### src/rtl/tdm_demux16.sv
// Receive end of a 16-channel TDM link: aligns to frame_sync, assembles 16 slots
// into a shadow register, presents complete frames on ch_out and tracks frame lock.
module tdm_demux16 #(
    parameter int DATA_W     = 1,
    parameter int MISS_LIMIT = 3
) (
    input  logic                 clk,
    input  logic                 rst,
    input  logic [DATA_W-1:0]    din,
    input  logic                 din_valid,
    input  logic                 frame_sync,
    output logic [16*DATA_W-1:0] ch_out,
    output logic                 frame_valid,
    output logic [3:0]           slot,
    output logic                 locked,
    output logic                 sync_err
);

    localparam int MISS_W = $clog2(MISS_LIMIT + 1);

    typedef enum logic {
        HUNT   = 1'b0,
        LOCKED = 1'b1
    } state_e;

    state_e                state_q, state_d;
    logic [3:0]            slot_q, slot_d;
    logic [MISS_W-1:0]     miss_cnt_q, miss_cnt_d;
    logic [MISS_W-1:0]     miss_inc;
    logic [16*DATA_W-1:0]  shadow_q, shadow_d;
    logic [16*DATA_W-1:0]  ch_out_q, ch_out_d;
    logic                  frame_valid_q, frame_valid_d;
    logic                  sync_err_q, sync_err_d;

    always_comb begin
        // NOTE: every signal gets a default first so no path leaves one unassigned (no latches).
        state_d       = state_q;
        slot_d        = slot_q;
        miss_cnt_d    = miss_cnt_q;
        miss_inc      = miss_cnt_q + MISS_W'(1);
        shadow_d      = shadow_q;
        ch_out_d      = ch_out_q;
        frame_valid_d = 1'b0;
        sync_err_d    = 1'b0;

        if (din_valid) begin
            unique case (state_q)
                HUNT: begin
                    if (frame_sync) begin
                        shadow_d[0 +: DATA_W] = din;
                        slot_d                = 4'd1;
                        miss_cnt_d            = '0;
                        state_d               = LOCKED;
                    end
                end
                LOCKED: begin
                    if (frame_sync && slot_q != 4'd0) begin
                        // Early sync: abandon the partial frame and restart at slot 0.
                        sync_err_d            = 1'b1;
                        shadow_d[0 +: DATA_W] = din;
                        slot_d                = 4'd1;
                        miss_cnt_d            = '0;
                    end else if (slot_q == 4'd0 && !frame_sync) begin
                        if (miss_inc == MISS_W'(MISS_LIMIT)) begin
                            state_d    = HUNT;
                            slot_d     = 4'd0;
                            miss_cnt_d = '0;
                        end else begin
                            // Flywheel: trust the slot counter for this frame.
                            miss_cnt_d            = miss_inc;
                            shadow_d[0 +: DATA_W] = din;
                            slot_d                = 4'd1;
                        end
                    end else if (slot_q == 4'd0) begin
                        miss_cnt_d            = '0;
                        shadow_d[0 +: DATA_W] = din;
                        slot_d                = 4'd1;
                    end else begin
                        shadow_d[int'(slot_q)*DATA_W +: DATA_W] = din;
                        slot_d                                  = slot_q + 4'd1;
                        if (slot_q == 4'd15) begin
                            ch_out_d      = {din, shadow_q[15*DATA_W-1:0]};
                            frame_valid_d = 1'b1;
                        end
                    end
                end
                default: state_d = HUNT;
            endcase
        end
    end

    always_ff @(posedge clk or posedge rst) begin
        if (rst) begin
            state_q       <= HUNT;
            slot_q        <= 4'd0;
            miss_cnt_q    <= '0;
            shadow_q      <= '0;
            ch_out_q      <= '0;
            frame_valid_q <= 1'b0;
            sync_err_q    <= 1'b0;
        end else begin
            // NOTE: non-blocking updates so every flop samples the pre-edge values.
            state_q       <= state_d;
            slot_q        <= slot_d;
            miss_cnt_q    <= miss_cnt_d;
            shadow_q      <= shadow_d;
            ch_out_q      <= ch_out_d;
            frame_valid_q <= frame_valid_d;
            sync_err_q    <= sync_err_d;
        end
    end

    assign ch_out      = ch_out_q;
    assign frame_valid = frame_valid_q;
    assign slot        = slot_q;
    assign locked      = (state_q == LOCKED);
    assign sync_err    = sync_err_q;

endmodule

### config.mk
export PLATFORM = sky130hd
export DESIGN_NAME = tdm_demux16
export DESIGN_NICKNAME = d
export VERILOG_FILES = /design/src/rtl/tdm_demux16.sv
export SDC_FILE = /design/constraint.sdc
export NUM_CORES = 1
export LEC_CHECK = 0
export BUFFER_PORTS_ARGS = -buffer_cell sky130_fd_sc_hd__buf_4
export CORE_MARGIN = 4
export CORE_UTILIZATION = 48
export CTS_CLUSTER_SIZE = 40
export DETAILED_ROUTE_END_ITERATION = 10
export PLACE_DENSITY = 0.69
export SLEW_MARGIN = 5
export SYNTH_ARGS = -nofsm -noshare
export SYNTH_HDL_FRONTEND = slang
export SYNTH_SLANG_ARGS = --single-unit
### constraint.sdc
create_clock -name clk -period 5.64 [get_ports clk]
set_input_delay 1.128 -clock clk [delete_from_list [all_inputs] [get_ports clk]]
set_output_delay 1.128 -clock clk [all_outputs]
set_load 0.05 [all_outputs]
# Yosys cells after proc, flatten, opt, wreduce, memory -nomap -nowiden
# Cells that the tools add are included.
# classes
n_addsub	3
multipliers	0
n_div	0
magnitude_cmp	0
eq_ne	5
shifts	2
n_mux	33
bitwise	4
reduce_logical	10
# ops
operator	count
$neg 4->33	1
$shift 1x33->16 const A	1
$shiftx 1x33->16	1
$mux 1	19
$bwmux 16	1
$mux 4	4
$mux 2	5
$pmux 4 s2	1
$reduce_and 3->1	2
$reduce_and 6->1	1
$reduce_and 5->1	1
$add 4x1->4 const B	1
$eq 4x4->1 const B	1
$logic_not 4->1	1
$ne 4x1->1 const B	1
$ne 4x4->1 const B	1
$not 1->1	4
$pmux 1 s2	2
$pmux 2 s2	1
$reduce_bool 4->1	1
$add 2x1->2 const B	1
$eq 2x2->1 const B	1
$logic_and 1x1->1	2
$ne 2x2->1 const B	1
other kinds (2)	2
# totals
regBits	41
latch_bits	0
ramBits	0
mem_bits_ro	0
out_inout_bits	23
memories	0

# Longest topological paths before layout
# Gate-level depths: netlist of the first run.
# logic_depth
ltp_word	7
depth_mapped	11
mapped_depth_nobuf	9

# Least setup slack after synthesis of the first run
# Ideal clock, no wire load.
# synth_timing
path_type	register to register
startpoint	reg slot_q[0], in the netlist slot[0]
endpoint	reg ch_out_q[15], in the netlist ch_out[15]
setup_time_ns	0.125
arrival_time_ns	2.913
t_required_ns	5.515
path_slack_ns	2.602
path_stages_with_launch	11
n_path_buf	3
synth_period_minus_slack_ns	3.038
path_cell_list	dfrtp_1 clkbuf_1 inv_1 ha_1 or3b_1 buf_2 ha_1 nand4bb_4 nor2_2 buf_4 mux2_2
# synth_via
elab_chain_len	4
word_cells_on_any_way	9
# synth_lines
item	line_no	rtl
start, declared	27	logic [3:0] slot_q, slot_d;
start signal, assigned	104	slot_q <= slot_d;
$logic_not 4->1 / $reduce_bool 4->1 (equally long branches)	63, 74, 57	
$logic_and 1x1->1, on equally long branches	63, 57	
$not 1->1 (no line)	--	
$reduce_and 6->1 (no line) (*)	--	
end signal, assigned	107	ch_out_q <= ch_out_d;
end, declared	31	logic [16*DATA_W-1:0] ch_out_q, ch_out_d;
# Mark *: on every way between the ends. The rest lies on a longest branch, timed or not.
# A chain may end at the register's enable or synchronous reset.

# Worst setup path in the final report of the first run
# layout_timing
startpoint	reg slot_q[0], in the netlist slot[0]
endpoint	reg ch_out_q[9], in the netlist ch_out[9]
# Same word-level chain as after synthesis.

==> results of run 1 <==
==> through the flow <==
stage                     utilization  hold WS [ns]  cells  power (mW)
after floorplan                     -         0.456    160       0.472
after global placement          0.572         0.468    229       0.504
after detailed placement        0.572         0.492    229       0.513
after CTS                       0.600         0.500    237       0.739
after global routing            0.600         0.522    237       0.770
final                           0.600         0.494    237       0.731
==> cells in the final DEF, fill, tap and decap left out, types with 2 or more instances in the layout <==
cell type and instances:
o21ai_0 2, nor2_1 7, nor3_1 5, nor3b_1 2, clkbuf_8 5, mux2_2 30
nand2_1 18, ha_1 8, and3_1 3, inv_1 9, a21oi_1 4, buf_4 28
nand3_1 5, dfrtp_1 40, nand3b_1 2
==> logic make-up after synthesis <==
family,share of synthesized area
buffers and inverters,0.0405
DFF,0.523
xor gates and xnor gates,0.00458
muxes,0.182
adders and majority gates,0.0523
and+or+nand+nor,0.150
AOI/OAI and AO/OA,0.0471
==> critical path: cells and delay by family, from the launching register on <==
family / cells / cell delay, ns
flops: 1 / 0.52
fa+ha+maj: 2 / 0.50
mux: 1 / 0.43
simple gates: 3 / 1.49
buf+inv: 1 / 0.16
==> metal layers <==
metal | wire, um | share of wire | global-route usage
met5 | 0 | 0 | 0
met4 | 53 | 0.015 | 0.0564
met3 | 230 | 0.065 | 0.0511
met2 | 1730 | 0.49 | 0.235
met1 | 1510 | 0.43 | 0.189
==> worst max-delay path by stage <==
stage | from | endpoint | cells past startpoint
3_5_place_dp | slot[0] | ch_out[9] | 7
6_report | slot[0] | ch_out[9] | 7
5_1_grt | slot[0] | ch_out[9] | 7
4_1_cts | slot[0] | ch_out[9] | 7
3_3_place_gp | slot[0] | ch_out[0] | 7
2_1_floorplan | slot[0] | ch_out[15] | 10
==> where the power goes <==
group / switching [mW] / internal, mW / leakage, nW
Clock: 0.0921 / 0.131 / 0.0552
Combinational: 0.0994 / 0.0654 / 0.545
Sequential: 0.0298 / 0.313 / 0.548
Total: 0.221 / 0.509 / 1.15
==> state kept, by name, indices dropped and copies added, names as in the netlist <==
name and flops:
ch_out 16, shadow_q 15, slot 4, miss_cnt_q 2
frame_valid 1, locked 1, sync_err 1
==> cell type report <==
type                            count  area (sq um)  share of cell area
Sequential cell                    40          1000               0.445
Multi-Input combinational cell    104           835               0.371
Timing Repair Buffer               28           210              0.0935
Clock buffer                        6          72.6              0.0323
Tap cell                           48          60.1              0.0267
Clock inverter                      2          35.0              0.0156
Inverter                            9          33.8              0.0150
==> results.cfg, run 1 <==
[final_layout]
nNetsFinal = 201
areaGrowthSynthToFinish_pct = 17.5
drive_above_1_share = 0.376
fillers = 326
fin_area_sq_um = 2250
antennaDiodeCount = 0

[power_and_ir_drop]
vdd_drop_max_uv = 192
cellPowerDensity_nw_per_um2 = 325
power.leakage_nw = 1.15

[cts]
cts_tree = done
insertion_delay_ns = 0.29
cts.clk_slew.worst_paths_ns = 0.07
post-cts-setup-buffer-count = 0
clockRootBuffer = clkbuf_8
numCtsBuffers = 5
cts_max_level = 2
cts_num_sinks = 40
holdBufCountCts = 0
cts_resized = 0
cts_max_path_buffers = 2

[yosys]
synth_largest_area_cell = dfrtp_1
synth.area.top_cells = dfrtp_1 52%, mux2_2 18%, ha_1 5.2%
synth.most_common_cell = dfrtp_1
yosysSeqAreaShare = 0.523
synth_nets = 173
syn_area_sq_um = 1910
synth_top_area_frac = 0.523
async_flop_share = 1.00
synth_ff_type = dfrtp_1
ys_types = 36
netlist_top_cells_count = 40 x dfrtp_1, 30 x mux2_2, 18 x nand2_1
syn_area_per_cell_sq_um = 12.0
synth_edf_count = 0
synth-warning-count = 0
yosys_register_bits = 40
syn-instance-count = 160

[hold_path]
min_from = miss_cnt_q[0]
hold_end = miss_cnt_q[0]
min_path_type = flop to flop
min_path_cells = 1

[sta]
slew_headroom = 0.227
max_slew.worst_pin.slew_ns = 1.15
max_freq_mhz = 312
finClkSkew_ns = 0.00610
fin_crit_sh = 0.568
finalHoldViolCount = 0
maxSlewViolCount = 0
finalWorstSetupSlack_ns = 2.43
rsz0062_at_grt = false
setup_viol = 0
setup_tns_ns = 0
fin_crit_ns = 3.21

[drt]
ant_nets = 0
first_iter_violations = 49
drt_wl_total_mm = 3.52
vias_per_cell = 5.35
drc = 0
wl_per_cell_um = 14.8
first_pass_iters = 4
dr_total_vias = 1267

[placement]
place_ws_ns = 2.45
placed_cell_area_sq_um = 2140
port_buffers = 27
place_hpwl_mm = 2.59
gp_congestion = 0.932

[critical_path]
worst-setup-path-type = flop to flop
r2r_setup_slack_ns = 2.43
cp_slowest_cell = nor2_2
crit_arrival_ns = 3.38
cpPeakStageDelay_ns = 0.76
crit_path_frequent_cell = ha_1
reg2reg_depth = 7
crit_fanout = 17
crit_required_ns = 5.81
reg2reg_from = slot[0]
r2r-end = ch_out[9]
crit_chain = inv_1, ha_1, or3b_1, ha_1, nand4bb_4, nor2_2, mux2_2
endpoint_kind = flop
critPathLaunchType = flop

[floorplan]
coreArea_sq_um = 3740
dieArea_sq_um = 5060
rows = 22
die_h_um = 71.1
die_w_um = 71.1
io_pins = 28
start_util = 0.511

[global_route]
grt_use_total = 0.149
grt_pass1_wl_mm = 5.85
grt-ovfl-total = 0
grt_pass1_vias = 1251
grt_antenna_before_repair = 0
grt_max_degree = 41

[outcome]
outcome = complete, no violations

[job]
drv_cap = 0
No activity file was read; power rests on OpenSTA's default activity.
==> run 2, diff against run 1 <==
ABC_AREA = 1   (was not set)
PLACE_DENSITY = 0.71   (was 0.69)
clock period = 2.91 ns   (was 5.64 ns; I/O delays follow)
==> results.cfg, run 2 <==
[outcome]
outcome = complete, no violations

[critical_path]
crit_arrival_ns = 2.84
crit_required_ns = 3.10
crit_buf_inv = 4
cp_slowest_cell = dfrtp_1
worst_path_dominant_cell_family = buffers and inverters
endpoint_kind = flop
critPathLaunchType = flop
crit_fanout = 17
worst-setup-path-type = flop to flop
crit_chain = clkinv_1, ha_1, nand3_4, inv_1, ha_1, inv_1, nand2_1, nor2_4, nand4_4, buf_4, nand2_1, o21ai_2
cpPeakStageDelay_ns = 0.49

[drt]
ant_nets = 0
vias_per_cell = 4.85
drt_wl_total_mm = 3.93
first_iter_violations = 78
maxUsedRoutingLayer = met4
first_pass_iters = 4
met2_wirelength_mm = 1.83
dr_total_vias = 1614
dr_wl_met3_um = 174
wl_met1_mm = 1.85
drc = 0
wl_per_cell_um = 11.8

[floorplan]
rows = 23
start_util = 0.506
coreArea_sq_um = 4060
die_w_um = 73.4
dieArea_sq_um = 5390
die_h_um = 73.4
io_pins = 28

[cts]
clockRootBuffer = clkbuf_8
insertion_delay_ns = 0.30
cts_max_level = 2
numCtsBuffers = 5
cts_resized = 0
cts_num_sinks = 40
cts_max_path_buffers = 2
post-cts-setup-buffer-count = 0
cts.clk_slew.worst_paths_ns = 0.08
cts_tree = done
holdBufCountCts = 0

[yosys]
synth.most_common_cell = nand2_1
synth-warning-count = 0
synth_top_area_frac = 0.487
syn_area_sq_um = 2050
ys_types = 26
synth_largest_area_cell = dfrtp_1
syn-instance-count = 249
synth_nets = 262
yosysSeqAreaShare = 0.487
synth_ff_type = dfrtp_1
netlist_top_cells_count = 74 x nand2_1, 40 x dfrtp_1, 31 x inv_1
syn_area_per_cell_sq_um = 8.25
async_flop_share = 1.00
synth.area.top_cells = dfrtp_1 49%, nand2_1 14%, inv_1 5.7%
yosys_register_bits = 40
synth_edf_count = 0

[sta]
slew_headroom = 0.669
fin_crit_ns = 2.65
holdWs_ns = 0.403
maxSlewViolCount = 0
max_slew.worst_pin.slew_ns = 0.496
finalWorstSetupSlack_ns = 0.259
fin_crit_sh = 0.911
setup_tns_ns = 0
finClkSkew_ns = 0.00439
setup_viol = 0
max_freq_mhz = 377
rsz0062_at_grt = false
finalHoldViolCount = 0

[global_route]
grt-ovfl-total = 0
grt_antenna_before_repair = 0
grt_max_degree = 41
grt_use_total = 0.165
grt_pass1_wl_mm = 6.81
grt_pass1_vias = 1517

[placement]
place_hpwl_mm = 2.88
placed_cell_area_sq_um = 2310
gp_congestion = 0.908
place_ws_ns = 0.279
port_buffers = 27

[final_layout]
final_util = 0.609
fin_area_sq_um = 2470
antennaDiodeCount = 0
areaGrowthSynthToFinish_pct = 20.2
nNetsFinal = 295
largest_reg_flops = 16
fillers = 367
layout_commonest_cell = nand2_1
drive_above_1_share = 0.208
mostFrequentLayoutCells = 74 x nand2_1, 40 x dfrtp_1, 31 x inv_1

[power_and_ir_drop]
vdd_drop_max_uv = 513
power.leakage_nw = 1.33
cellPowerDensity_nw_per_um2 = 836

[job]
drv_cap = 0

[hold_path]
min_path_type = input pin to async pin
[run 2: changes by cell type in the layout (fill, tap and decap cells not counted), sizes merged, moves of 3 or more]
cell / before / now
nand4: 0 / 6
and3: 4 / 0
inv: 9 / 35
a21oi: 4 / 1
nor2: 8 / 29
nand2: 18 / 79
mux2: 30 / 0
o21ai: 2 / 20
nand3: 5 / 17
[run 2: cell type report]
type,count,area (sq um),area share
clock buffers,5,68.8,0.0279
clock inverters,3,90.1,0.0365
inverters,37,139,0.0562
multi-input cells,169,891,0.361
flip-flops and latches,40,1000,0.405
well taps,50,62.6,0.0253
repair buffers,29,218,0.0881
[run 2: worst min-delay path, cell delays in order]
cell	delay (ns)
buf_4	0.11
inv_1	0.04
buf_4	0.42
[run 2: cell families after synthesis]
logic type,Yosys count,synth area share
and+or+nand+nor,138,0.315
xor gates and xnor gates,1,0.00426
buffers and inverters,40,0.0792
adders and majority gates,8,0.0487
DFF,40,0.487
AOI/OAI and AO/OA,22,0.0652
[run 2: through the flow]
| stage | instances | total power, mW |
|---|---|---|
| floorplan | 249 | 1.28 |
| global placement | 325 | 1.43 |
| detailed placement | 325 | 1.44 |
| CTS | 333 | 2.08 |
| global route | 333 | 2.20 |
| finish | 333 | 2.07 |
[run 2: metal layers]
layer,track usage,vias to the layer above
li1,-,848
met1,0.205,733
met2,0.271,26
met3,0.0451,7
met4,0.0664,0
met5,0,-
[run 2: final timing paths]
| path | start | slack, ns | end | cells past startpoint |
|---|---|---|---|---|
| worst max-delay path | slot[0] | 0.26 | ch_out[8] | 12 |
| worst max register to register | slot[0] | 0.26 | ch_out[8] | 12 |
| worst min-delay path | rst | 0.40 | ch_out[10] | 3 |
| min in group clk | shadow_q[0] | 0.47 | ch_out[0] | 2 |
| worst min register to register | shadow_q[0] | 0.47 | ch_out[0] | 2 |
| max in group asynchronous | rst | 2.17 | slot[2] | 3 |
[run 2: power by group]
group          switching [mW]  leakage, nW  internal [mW]  total [mW]
registers              0.0760        0.516          0.648       0.724
logic                   0.498        0.734          0.211       0.708
clock network           0.204       0.0784          0.429       0.633
==> run 3, diff against run 2 <==
CELL_PAD_IN_SITES_DETAIL_PLACEMENT = 1   (was not set)
CELL_PAD_IN_SITES_GLOBAL_PLACEMENT = 2   (was not set)
CORE_UTILIZATION = 30   (was 48)
PLACE_DENSITY = not set   (was 0.71)
PLACE_DENSITY_LB_ADDON = 0.1   (was not set)
==> results.cfg, run 3 (synthesis gave the netlist of run 2 again) <==
[power_and_ir_drop]
power.leakage_nw = 1.32
total_power_mw = 1.92
cellPowerDensity_nw_per_um2 = 779
vdd_drop_max_uv = 332

[floorplan]
dieArea_sq_um = 8240
coreArea_sq_um = 6490
rows = 29
die_w_um = 90.8
io_pins = 28
start_util = 0.316
die_h_um = 90.8

[global_route]
grt_antenna_before_repair = 0
grt_use_total = 0.132
grt_util_met3 = 0.0300
grt-ovfl-total = 0
busiest_layer = met2
gr-usage-met1 = 0.176
grt_max_degree = 41
grt_pass1_wl_mm = 8.84
met2_usage = 0.212
grt_pass1_vias = 1762

[final_layout]
largest_reg_flops = 16
instances_no_fill = 362
antennaDiodeCount = 0
nNetsFinal = 297
layout_commonest_cell = nand2_1
mostFrequentLayoutCells = 74 x nand2_1, 40 x dfrtp_1, 31 x inv_1, 31 x buf_4, 26 x nor2_1
drive_above_1_share = 0.211
fin_area_sq_um = 2470
final_util = 0.380
areaGrowthSynthToFinish_pct = 20.1

[sta]
fin_crit_sh = 0.893
finalWorstSetupSlack_ns = 0.310
finClkSkew_ns = 0.00782
max_slew.worst_pin.slew_ns = 0.528
rsz0062_at_grt = false
finalHoldViolCount = 0
max_freq_mhz = 385
holdWs_ns = 0.417
fin_crit_ns = 2.60
maxSlewViolCount = 0
setup_tns_ns = 0
setup_viol = 0
slew_headroom = 0.648

[cts]
cts_max_level = 2
insertion_delay_ns = 0.29
cts_max_path_buffers = 2
post-cts-setup-buffer-count = 0
clockRootBuffer = clkbuf_8
numCtsBuffers = 5
holdBufCountCts = 0
cts_resized = 0
cts_num_sinks = 40
cts.clk_slew.worst_paths_ns = 0.08
cts_tree = done

[critical_path]
crit_required_ns = 3.09
critPathLaunchType = flop
reg2reg_from = slot[0]
worst-setup-path-type = flop to flop
endpoint_kind = flop
startpoint = slot[0]
cpPeakStageDelay_ns = 0.49
crit_chain = clkinv_1, ha_1, nand3_4, inv_1, ha_1, inv_1, nand2_1, nor2_4, nand4_4, buf_4, nand2_1, o21ai_2
crit_buf_inv = 4
cp_slowest_cell = dfrtp_1
worst_path_dominant_cell_family = simple AND/OR/NAND/NOR gates
r2r_setup_slack_ns = 0.31
crit_fanout = 12
crit_arrival_ns = 2.78

[hold_path]
min_path_type = input pin to async pin

[drt]
wl_per_cell_um = 13.4
first_pass_iters = 4
drc = 0
vias_per_cell = 4.56
dr_total_vias = 1652
drt_wl_total_mm = 4.85
ant_nets = 0
first_iter_violations = 43

[outcome]
outcome = complete, no violations

[job]
drv_cap = 0

[placement]
place_hpwl_mm = 3.67
dp.cells = 354
gp_congestion = 0.784
place_ws_ns = 0.290
port_buffers = 27
placed_cell_area_sq_um = 2360
[run 3: path summary, 6_finish.rpt]
path / to / cells past startpoint
max in group asynchronous: shadow_q[14] / 3
setup / recovery: ch_out[6] / 12
min in group clk: ch_out[11] / 2
hold reg to reg: ch_out[11] / 2
hold / removal: frame_valid / 3
setup reg to reg: ch_out[6] / 12
[run 3: power breakdown]
| group | switching [mW] | leakage [nW] | internal, mW |
|---|---|---|---|
| clock network | 0.198 | 0.0552 | 0.255 |
| registers | 0.0631 | 0.516 | 0.649 |
| logic | 0.534 | 0.744 | 0.224 |
| total | 0.795 | 1.32 | 1.13 |
[run 3: routing by layer]
| layer | share of wire | wire, um | up-vias |
|---|---|---|---|
| li1 | - | - | 850 |
| met1 | 0.49 | 2360 | 773 |
| met2 | 0.47 | 2270 | 22 |
| met3 | 0.032 | 157 | 7 |
| met4 | 0.013 | 63 | 0 |
| met5 | 0 | 0 | - |
[run 3: worst register-to-register path, stage by stage (launching register included)]
cell	delay, ns
dfrtp_1	0.49
clkinv_1	0.14
ha_1	0.30
nand3_4	0.18
inv_1	0.08
ha_1	0.23
inv_1	0.09
nand2_1	0.08
nor2_4	0.21
nand4_4	0.26
buf_4	0.28
nand2_1	0.09
o21ai_2	0.05
[run 3: layout make-up]
| class | count | area [sq um] |
|---|---|---|
| well taps | 77 | 96.3 |
| repair buffers | 31 | 233 |
| flip-flops and latches | 40 | 1000 |
| clock inverters | 2 | 35.0 |
| multi-input cells | 169 | 891 |
| fillers | 812 | 4030 |
| inverters | 37 | 139 |
| clock buffers | 6 | 72.6 |
